$ cat src/rtl/vector_check_engine_if.sv
// rtl/vector_check_engine_if.sv - control, vector memory, DUT and result signals of the vector check engine
interface vector_check_engine_if #(
    parameter int IN_W   = 48,
    parameter int OUT_W  = 12,
    parameter int ADDR_W = 10,
    parameter int CNT_W  = 16
);
    logic                    start;
    logic                    stop_on_err;
    logic [ADDR_W-1:0]       rom_addr;
    logic [IN_W+OUT_W:0]     rom_data;
    logic [IN_W-1:0]         dut_in;
    logic [OUT_W-1:0]        dut_out;
    logic                    busy;
    logic                    done;
    logic                    pass;
    logic [CNT_W-1:0]        vec_count;
    logic [CNT_W-1:0]        err_count;
    logic [ADDR_W-1:0]       first_err_idx;
    logic [OUT_W-1:0]        first_err_got;
    logic [OUT_W-1:0]        first_err_exp;

    modport master (
        input  start, stop_on_err, rom_data, dut_out,
        output rom_addr, dut_in, busy, done, pass, vec_count, err_count,
               first_err_idx, first_err_got, first_err_exp
    );

    modport slave (
        output start, stop_on_err, rom_data, dut_out,
        input  rom_addr, dut_in, busy, done, pass, vec_count, err_count,
               first_err_idx, first_err_got, first_err_exp
    );
endinterface

$ cat src/rtl/vector_check_engine.sv
// rtl/vector_check_engine.sv - walks a vector memory, drives a fixed-latency DUT and scores its responses
module vector_check_engine #(
    parameter int IN_W   = 48,
    parameter int OUT_W  = 12,
    parameter int ADDR_W = 10,
    parameter int LAT    = 2,
    parameter int CNT_W  = 16
) (
    input  logic                  clk,
    input  logic                  reset,
    vector_check_engine_if.master bus
);
    localparam logic [2:0] S_IDLE  = 3'd0;
    localparam logic [2:0] S_FETCH = 3'd1;
    localparam logic [2:0] S_RUN   = 3'd2;
    localparam logic [2:0] S_DRAIN = 3'd3;
    localparam logic [2:0] S_DONE  = 3'd4;
    localparam logic [ADDR_W-1:0] ADDR_MAX = '1;
    localparam logic [CNT_W-1:0]  CNT_MAX  = '1;

    logic [2:0]        state;
    logic              stop_lat;
    logic              err_seen;
    logic [ADDR_W-1:0] rom_addr;
    logic [ADDR_W-1:0] idx;
    logic [IN_W-1:0]   dut_in;
    logic [CNT_W-1:0]  vec_count;
    logic [CNT_W-1:0]  err_count;
    logic [ADDR_W-1:0] fe_idx;
    logic [OUT_W-1:0]  fe_got;
    logic [OUT_W-1:0]  fe_exp;

    // Stage 0 lines up with dut_in; stage LAT lines up with the DUT response.
    logic [LAT:0]      pv;
    logic [LAT:0]      pv_next;
    logic [OUT_W-1:0]  pexp [0:LAT];
    logic [ADDR_W-1:0] pidx [0:LAT];

    logic              rv;
    logic [IN_W-1:0]   rstim;
    logic [OUT_W-1:0]  rexp;
    logic              cmp, miss, abort, apply, last, pending;

    assign rv    = bus.rom_data[IN_W+OUT_W];
    assign rstim = bus.rom_data[IN_W+OUT_W-1:OUT_W];
    assign rexp  = bus.rom_data[OUT_W-1:0];

    always_comb begin
        cmp   = (state == S_RUN || state == S_DRAIN) && pv[LAT];
        miss  = cmp && (bus.dut_out != pexp[LAT]);
        abort = miss && stop_lat;
        apply = (state == S_RUN) && rv && !abort;
        last  = (state == S_RUN) && (!rv || idx == ADDR_MAX);
        pv_next    = '0;
        pv_next[0] = apply;
        for (int i = 1; i <= LAT; i++) pv_next[i] = pv[i-1];
        pending = |pv_next;
    end

    always_ff @(posedge clk or posedge reset) begin
        if (reset) begin
            state     <= S_IDLE;
            stop_lat  <= 1'b0;
            err_seen  <= 1'b0;
            rom_addr  <= '0;
            idx       <= '0;
            dut_in    <= '0;
            vec_count <= '0;
            err_count <= '0;
            fe_idx    <= '0;
            fe_got    <= '0;
            fe_exp    <= '0;
            pv        <= '0;
            for (int i = 0; i <= LAT; i++) begin
                pexp[i] <= '0;
                pidx[i] <= '0;
            end
        end else begin
            pexp[0] <= rexp;
            pidx[0] <= idx;
            for (int i = 1; i <= LAT; i++) begin
                pexp[i] <= pexp[i-1];
                pidx[i] <= pidx[i-1];
            end
            pv <= ((state == S_RUN || state == S_DRAIN) && !abort) ? pv_next : '0;

            if (cmp) begin
                if (vec_count != CNT_MAX) vec_count <= vec_count + CNT_W'(1);
                if (miss) begin
                    if (err_count != CNT_MAX) err_count <= err_count + CNT_W'(1);
                    if (!err_seen) begin
                        err_seen <= 1'b1;
                        fe_idx   <= pidx[LAT];
                        fe_got   <= bus.dut_out;
                        fe_exp   <= pexp[LAT];
                    end
                end
            end

            case (state)
                S_IDLE, S_DONE: begin
                    if (bus.start) begin
                        state     <= S_FETCH;
                        stop_lat  <= bus.stop_on_err;
                        err_seen  <= 1'b0;
                        rom_addr  <= '0;
                        vec_count <= '0;
                        err_count <= '0;
                        fe_idx    <= '0;
                        fe_got    <= '0;
                        fe_exp    <= '0;
                    end
                end
                S_FETCH: begin
                    if (rom_addr != ADDR_MAX) rom_addr <= rom_addr + ADDR_W'(1);
                    idx   <= '0;
                    state <= S_RUN;
                end
                S_RUN: begin
                    if (abort) begin
                        state <= S_DONE;
                    end else begin
                        if (apply) begin
                            dut_in <= rstim;
                            if (rom_addr != ADDR_MAX) rom_addr <= rom_addr + ADDR_W'(1);
                            if (idx != ADDR_MAX) idx <= idx + ADDR_W'(1);
                        end
                        if (last) state <= pending ? S_DRAIN : S_DONE;
                    end
                end
                S_DRAIN: begin
                    if (abort || !pending) state <= S_DONE;
                end
                default: state <= S_IDLE;
            endcase
        end
    end

    assign bus.rom_addr      = rom_addr;
    assign bus.dut_in        = dut_in;
    assign bus.busy          = (state == S_FETCH) || (state == S_RUN) || (state == S_DRAIN);
    assign bus.done          = (state == S_DONE);
    assign bus.pass          = (state == S_DONE) && (err_count == '0) && (vec_count != '0);
    assign bus.vec_count     = vec_count;
    assign bus.err_count     = err_count;
    assign bus.first_err_idx = fe_idx;
    assign bus.first_err_got = fe_got;
    assign bus.first_err_exp = fe_exp;
endmodule
$ cat src/flat_wrapper.sv
// flat-port wrapper written by rule: the top's interface ports become plain ports
module vector_check_engine_flat 
#(
    parameter int IN_W   = 48,
    parameter int OUT_W  = 12,
    parameter int ADDR_W = 10,
    parameter int LAT    = 2,
    parameter int CNT_W  = 16
)
  (clk, reset, bus_start, bus_stop_on_err, bus_rom_data, bus_dut_out, bus_rom_addr, bus_dut_in, bus_busy, bus_done, bus_pass, bus_vec_count, bus_err_count, bus_first_err_idx, bus_first_err_got, bus_first_err_exp);
  vector_check_engine_if #(.IN_W(IN_W), .OUT_W(OUT_W), .ADDR_W(ADDR_W), .CNT_W(CNT_W)) bus_i ();
  input  logic clk;
  input  logic reset;
  input wire logic [$bits(bus_i.start)-1:0] bus_start;
  input wire logic [$bits(bus_i.stop_on_err)-1:0] bus_stop_on_err;
  input wire logic [$bits(bus_i.rom_data)-1:0] bus_rom_data;
  input wire logic [$bits(bus_i.dut_out)-1:0] bus_dut_out;
  output wire logic [$bits(bus_i.rom_addr)-1:0] bus_rom_addr;
  output wire logic [$bits(bus_i.dut_in)-1:0] bus_dut_in;
  output wire logic [$bits(bus_i.busy)-1:0] bus_busy;
  output wire logic [$bits(bus_i.done)-1:0] bus_done;
  output wire logic [$bits(bus_i.pass)-1:0] bus_pass;
  output wire logic [$bits(bus_i.vec_count)-1:0] bus_vec_count;
  output wire logic [$bits(bus_i.err_count)-1:0] bus_err_count;
  output wire logic [$bits(bus_i.first_err_idx)-1:0] bus_first_err_idx;
  output wire logic [$bits(bus_i.first_err_got)-1:0] bus_first_err_got;
  output wire logic [$bits(bus_i.first_err_exp)-1:0] bus_first_err_exp;
  assign bus_i.start = bus_start;
  assign bus_i.stop_on_err = bus_stop_on_err;
  assign bus_i.rom_data = bus_rom_data;
  assign bus_i.dut_out = bus_dut_out;
  assign bus_rom_addr = bus_i.rom_addr;
  assign bus_dut_in = bus_i.dut_in;
  assign bus_busy = bus_i.busy;
  assign bus_done = bus_i.done;
  assign bus_pass = bus_i.pass;
  assign bus_vec_count = bus_i.vec_count;
  assign bus_err_count = bus_i.err_count;
  assign bus_first_err_idx = bus_i.first_err_idx;
  assign bus_first_err_got = bus_i.first_err_got;
  assign bus_first_err_exp = bus_i.first_err_exp;
  vector_check_engine #(.IN_W(IN_W), .OUT_W(OUT_W), .ADDR_W(ADDR_W), .LAT(LAT), .CNT_W(CNT_W)) u_core (.clk(clk), .reset(reset), .bus(bus_i));
endmodule
$ cat config.mk
export PLATFORM = sky130hd
export DESIGN_NAME = vector_check_engine_flat
export DESIGN_NICKNAME = d
export VERILOG_FILES = /design/src/rtl/vector_check_engine_if.sv /design/src/rtl/vector_check_engine.sv /design/src/flat_wrapper.sv
export SDC_FILE = /design/constraint.sdc
export NUM_CORES = 1
export LEC_CHECK = 0
export BUFFER_PORTS_ARGS = -buffer_cell sky130_fd_sc_hd__buf_2
export CAP_MARGIN = 5
export CORE_MARGIN = 1
export CORE_UTILIZATION = 53
export CTS_CLUSTER_SIZE = 40
export DETAILED_ROUTE_END_ITERATION = 12
export PLACE_DENSITY_LB_ADDON = 0.2
export SLEW_MARGIN = 40
export SYNTH_ARGS = -nofsm -noshare
export SYNTH_HDL_FRONTEND = slang
export SYNTH_SLANG_ARGS = --single-unit
$ cat constraint.sdc
create_clock -name clk -period 7.4 [get_ports clk]
set_clock_uncertainty 0.1 [all_clocks]
set_input_delay 0.74 -clock clk [delete_from_list [all_inputs] [get_ports clk]]
set_output_delay 0.74 -clock clk [all_outputs]
set_load 0.005 [all_outputs]
==> flow_summary.yaml <==
grt:
  grt_remaining_overflow: 0
  grt_max_degree: 127
  gr-usage-all-layers_pct: 22.1
  grt_pass1_vias: 6067
  grt_pass1_wl_um: 28900
  antenna_found_initial: 0
clock_tree:
  cts_buffer_depth: 3
  cts_resized: 0
  clock-sinks: 208
  clk_pin_slew_ns: 0.06
  clkLatencyLatePin_ns: 0.50
  cts_buffers: 22
  cts.htree.levels: 1
  post-cts-setup-buffers: 0
  cts_tree: "built"
  hold_buffers: 0
  clockRootBuffer: "clkbuf_16"
timing:
  hold_viol_final: 0
  tightest_slew_ns: 0.716
  min_period_over_period_pct: 38.6
  finalSetupViolations: 0
  fmax_mhz: 350
  relSlewSlack_pct: 52.2
  finalSetupTns_ns: 0
  fin_crit_ns: 2.85
  setup_slack_ns: 4.55
  rsz0062_at_grt: "false"
  slew_violations: 0
  hold_slack_ns: 0.238
drt:
  drt_iter0_drc: 394
  drt-total-wl_um: 17300
  ant_nets: 0
  num_vias: 6089
  wl_per_cell_um: 15.8
  vias_per_cell: 5.57
  first_pass_iters: 5
  drc_errors: 0
yosys:
  synth.top_cell.area_share_pct: 63.1
  synthesis.area_um2: 8250
  synth_top_area_cell: "dfrtp_1"
  seq_area_frac_synth_pct: 63.1
  avgSynthCellArea_um2: 11.9
  synth_seq_cells: 208
  syn_nets: 774
  ys_warn_count: 0
  yosys-top-cells-area: "dfrtp_1, mux2_2, nand2_1"
  synth.distinct_cells: 60
  ys.flop_type: "dfrtp_1"
  postSynthCellCount: 691
  synth_edf_count: 0
  synthArstFlopShare_pct: 100
final_layout:
  layout-area-overhead-vs-synth_pct: 22.7
  final_cell_mix: "dfrtp_1, buf_2, nand2_1"
  diodes: 0
  fin_area_um2: 10100
  final_cells: 1094
  drive_gt1_share_pct: 33.0
  fill_cells: 1160
  finalCoreUtilization_pct: 66.6
  multiInputGateArea_um2: 2860
  seq_area_um2: 5200
  nets: 975
  final_common_cell: "dfrtp_1"
setup_path:
  cp-end-kind: "output port"
  critical_path.startpoint_type: "flop"
  worstPathArrival_ns: 2.01
  r2r_setup_slack_ns: 4.67
  required_ns: 6.56
  worstPathMaxFanout: 10
  crit_type: "reg2out"
placement:
  pre_cts_slack_ns: 4.22
  dpl_cell_area_um2: 9390
  post-dp-hpwl_um: 11400
  gp_congestion: 0.861
  portBuffers: 203
  place_inst: 1056
die:
  start_util_pct: 54.3
  placementRows: 45
  die_x_um: 127
  core_area_um2: 15200
  dieArea_um2: 16100
  die-height_um: 127
  num_io_pins: 204
pwr:
  p_leak_nw: 4.94
  irDropWorstVdd_mv: 0.244
  p_per_area_nw_per_um2: 317
  finalPower_mw: 3.21
run:
  drv_cap: 0
outcome:
  status: "complete, no violations"
worst_hold_path:
  min_path_type: "in2async"
power breakdown:
group	switching, mW	internal, mW
registers	0.123	1.34
logic	0.344	0.328
clock network	0.434	0.643
area by class of cell:
class | instances | share of cell area, %
flip-flops and latches | 208 | 51.4
multi-input cells | 442 | 28.2
repair buffers | 207 | 10.4
clock buffers | 30 | 6.33
well taps | 188 | 2.32
clock inverters | 8 | 0.816
inverters | 11 | 0.532
worst max-delay path, cell delays in order (launching register included):
cell	delay, ns
dfrtp_1	0.49
nor2_1	0.30
and2_1	0.25
nand4_1	0.17
a31oi_1	0.18
buf_2	0.13
per-layer routing:
layer	track usage, %	vias up	part of all wire [%]
li1	-	2835	-
met1	29.2	2989	44
met2	36.7	238	48
met3	4.18	27	6.3
met4	7.98	0	1.9
met5	0	-	0
logic make-up after synthesis:
| family | Yosys count | share of synthesized area, % |
|---|---|---|
| simple gates | 239 | 14.5 |
| flops | 208 | 63.1 |
| compound gates | 116 | 8.89 |
| mux | 55 | 7.43 |
| buf+inv | 41 | 2.43 |
| xor+xnor | 26 | 2.76 |
| fa+ha+maj | 6 | 0.910 |
Yosys cell counts (7+ instances only):
| cell type | n |
|---|---|
| mux2_1 | 9 |
| clkbuf_1 | 15 |
| or3_1 | 7 |
| inv_1 | 11 |
| nand4_1 | 16 |
| o211ai_1 | 7 |
| nand3_1 | 17 |
| o31ai_1 | 14 |
| and2_1 | 8 |
| nor2_1 | 33 |
| a21oi_1 | 54 |
| o21ai_0 | 17 |
| and3_1 | 12 |
| xor2_1 | 8 |
| nand2_1 | 102 |
| mux2_2 | 41 |
| xnor2_1 | 18 |
| dfrtp_1 | 208 |
sequential cells by signal, indices dropped and copies added (netlist names):
name / count
u_core.err_seen: 1
u_core.pidx: 30
u_core.pv: 3
u_core.stop_lat: 1
u_core.state: 3
u_core.bus.first_err_got: 12
u_core.bus.first_err_idx: 10
u_core.idx: 10
u_core.bus.vec_count: 16
u_core.bus.rom_addr: 10
u_core.pexp: 36
u_core.bus.dut_in: 48
u_core.bus.first_err_exp: 12
u_core.bus.err_count: 16
path summary, 6_finish.rpt:
path / start / end / depth (start not counted)
max: u_core.state[0]$_DFFE_PP0P_ / bus_pass / 5
min: reset / u_core.pexp[27]$_DFF_PP0_ / 2
max reg2reg: u_core.pexp[4]$_DFF_PP0_ / u_core.bus.dut_in[12]$_DFFE_PP0P_ / 6
min reg2reg: u_core.pexp[17]$_DFF_PP0_ / u_core.pexp[5]$_DFF_PP0_ / 0
max in group asynchronous: reset / u_core.bus.err_count[5]$_DFF_PP0_ / 3
min in group clk: bus_rom_data[6] / u_core.pexp[30]$_DFF_PP0_ / 1
Power figures use the tool's default switching activity.
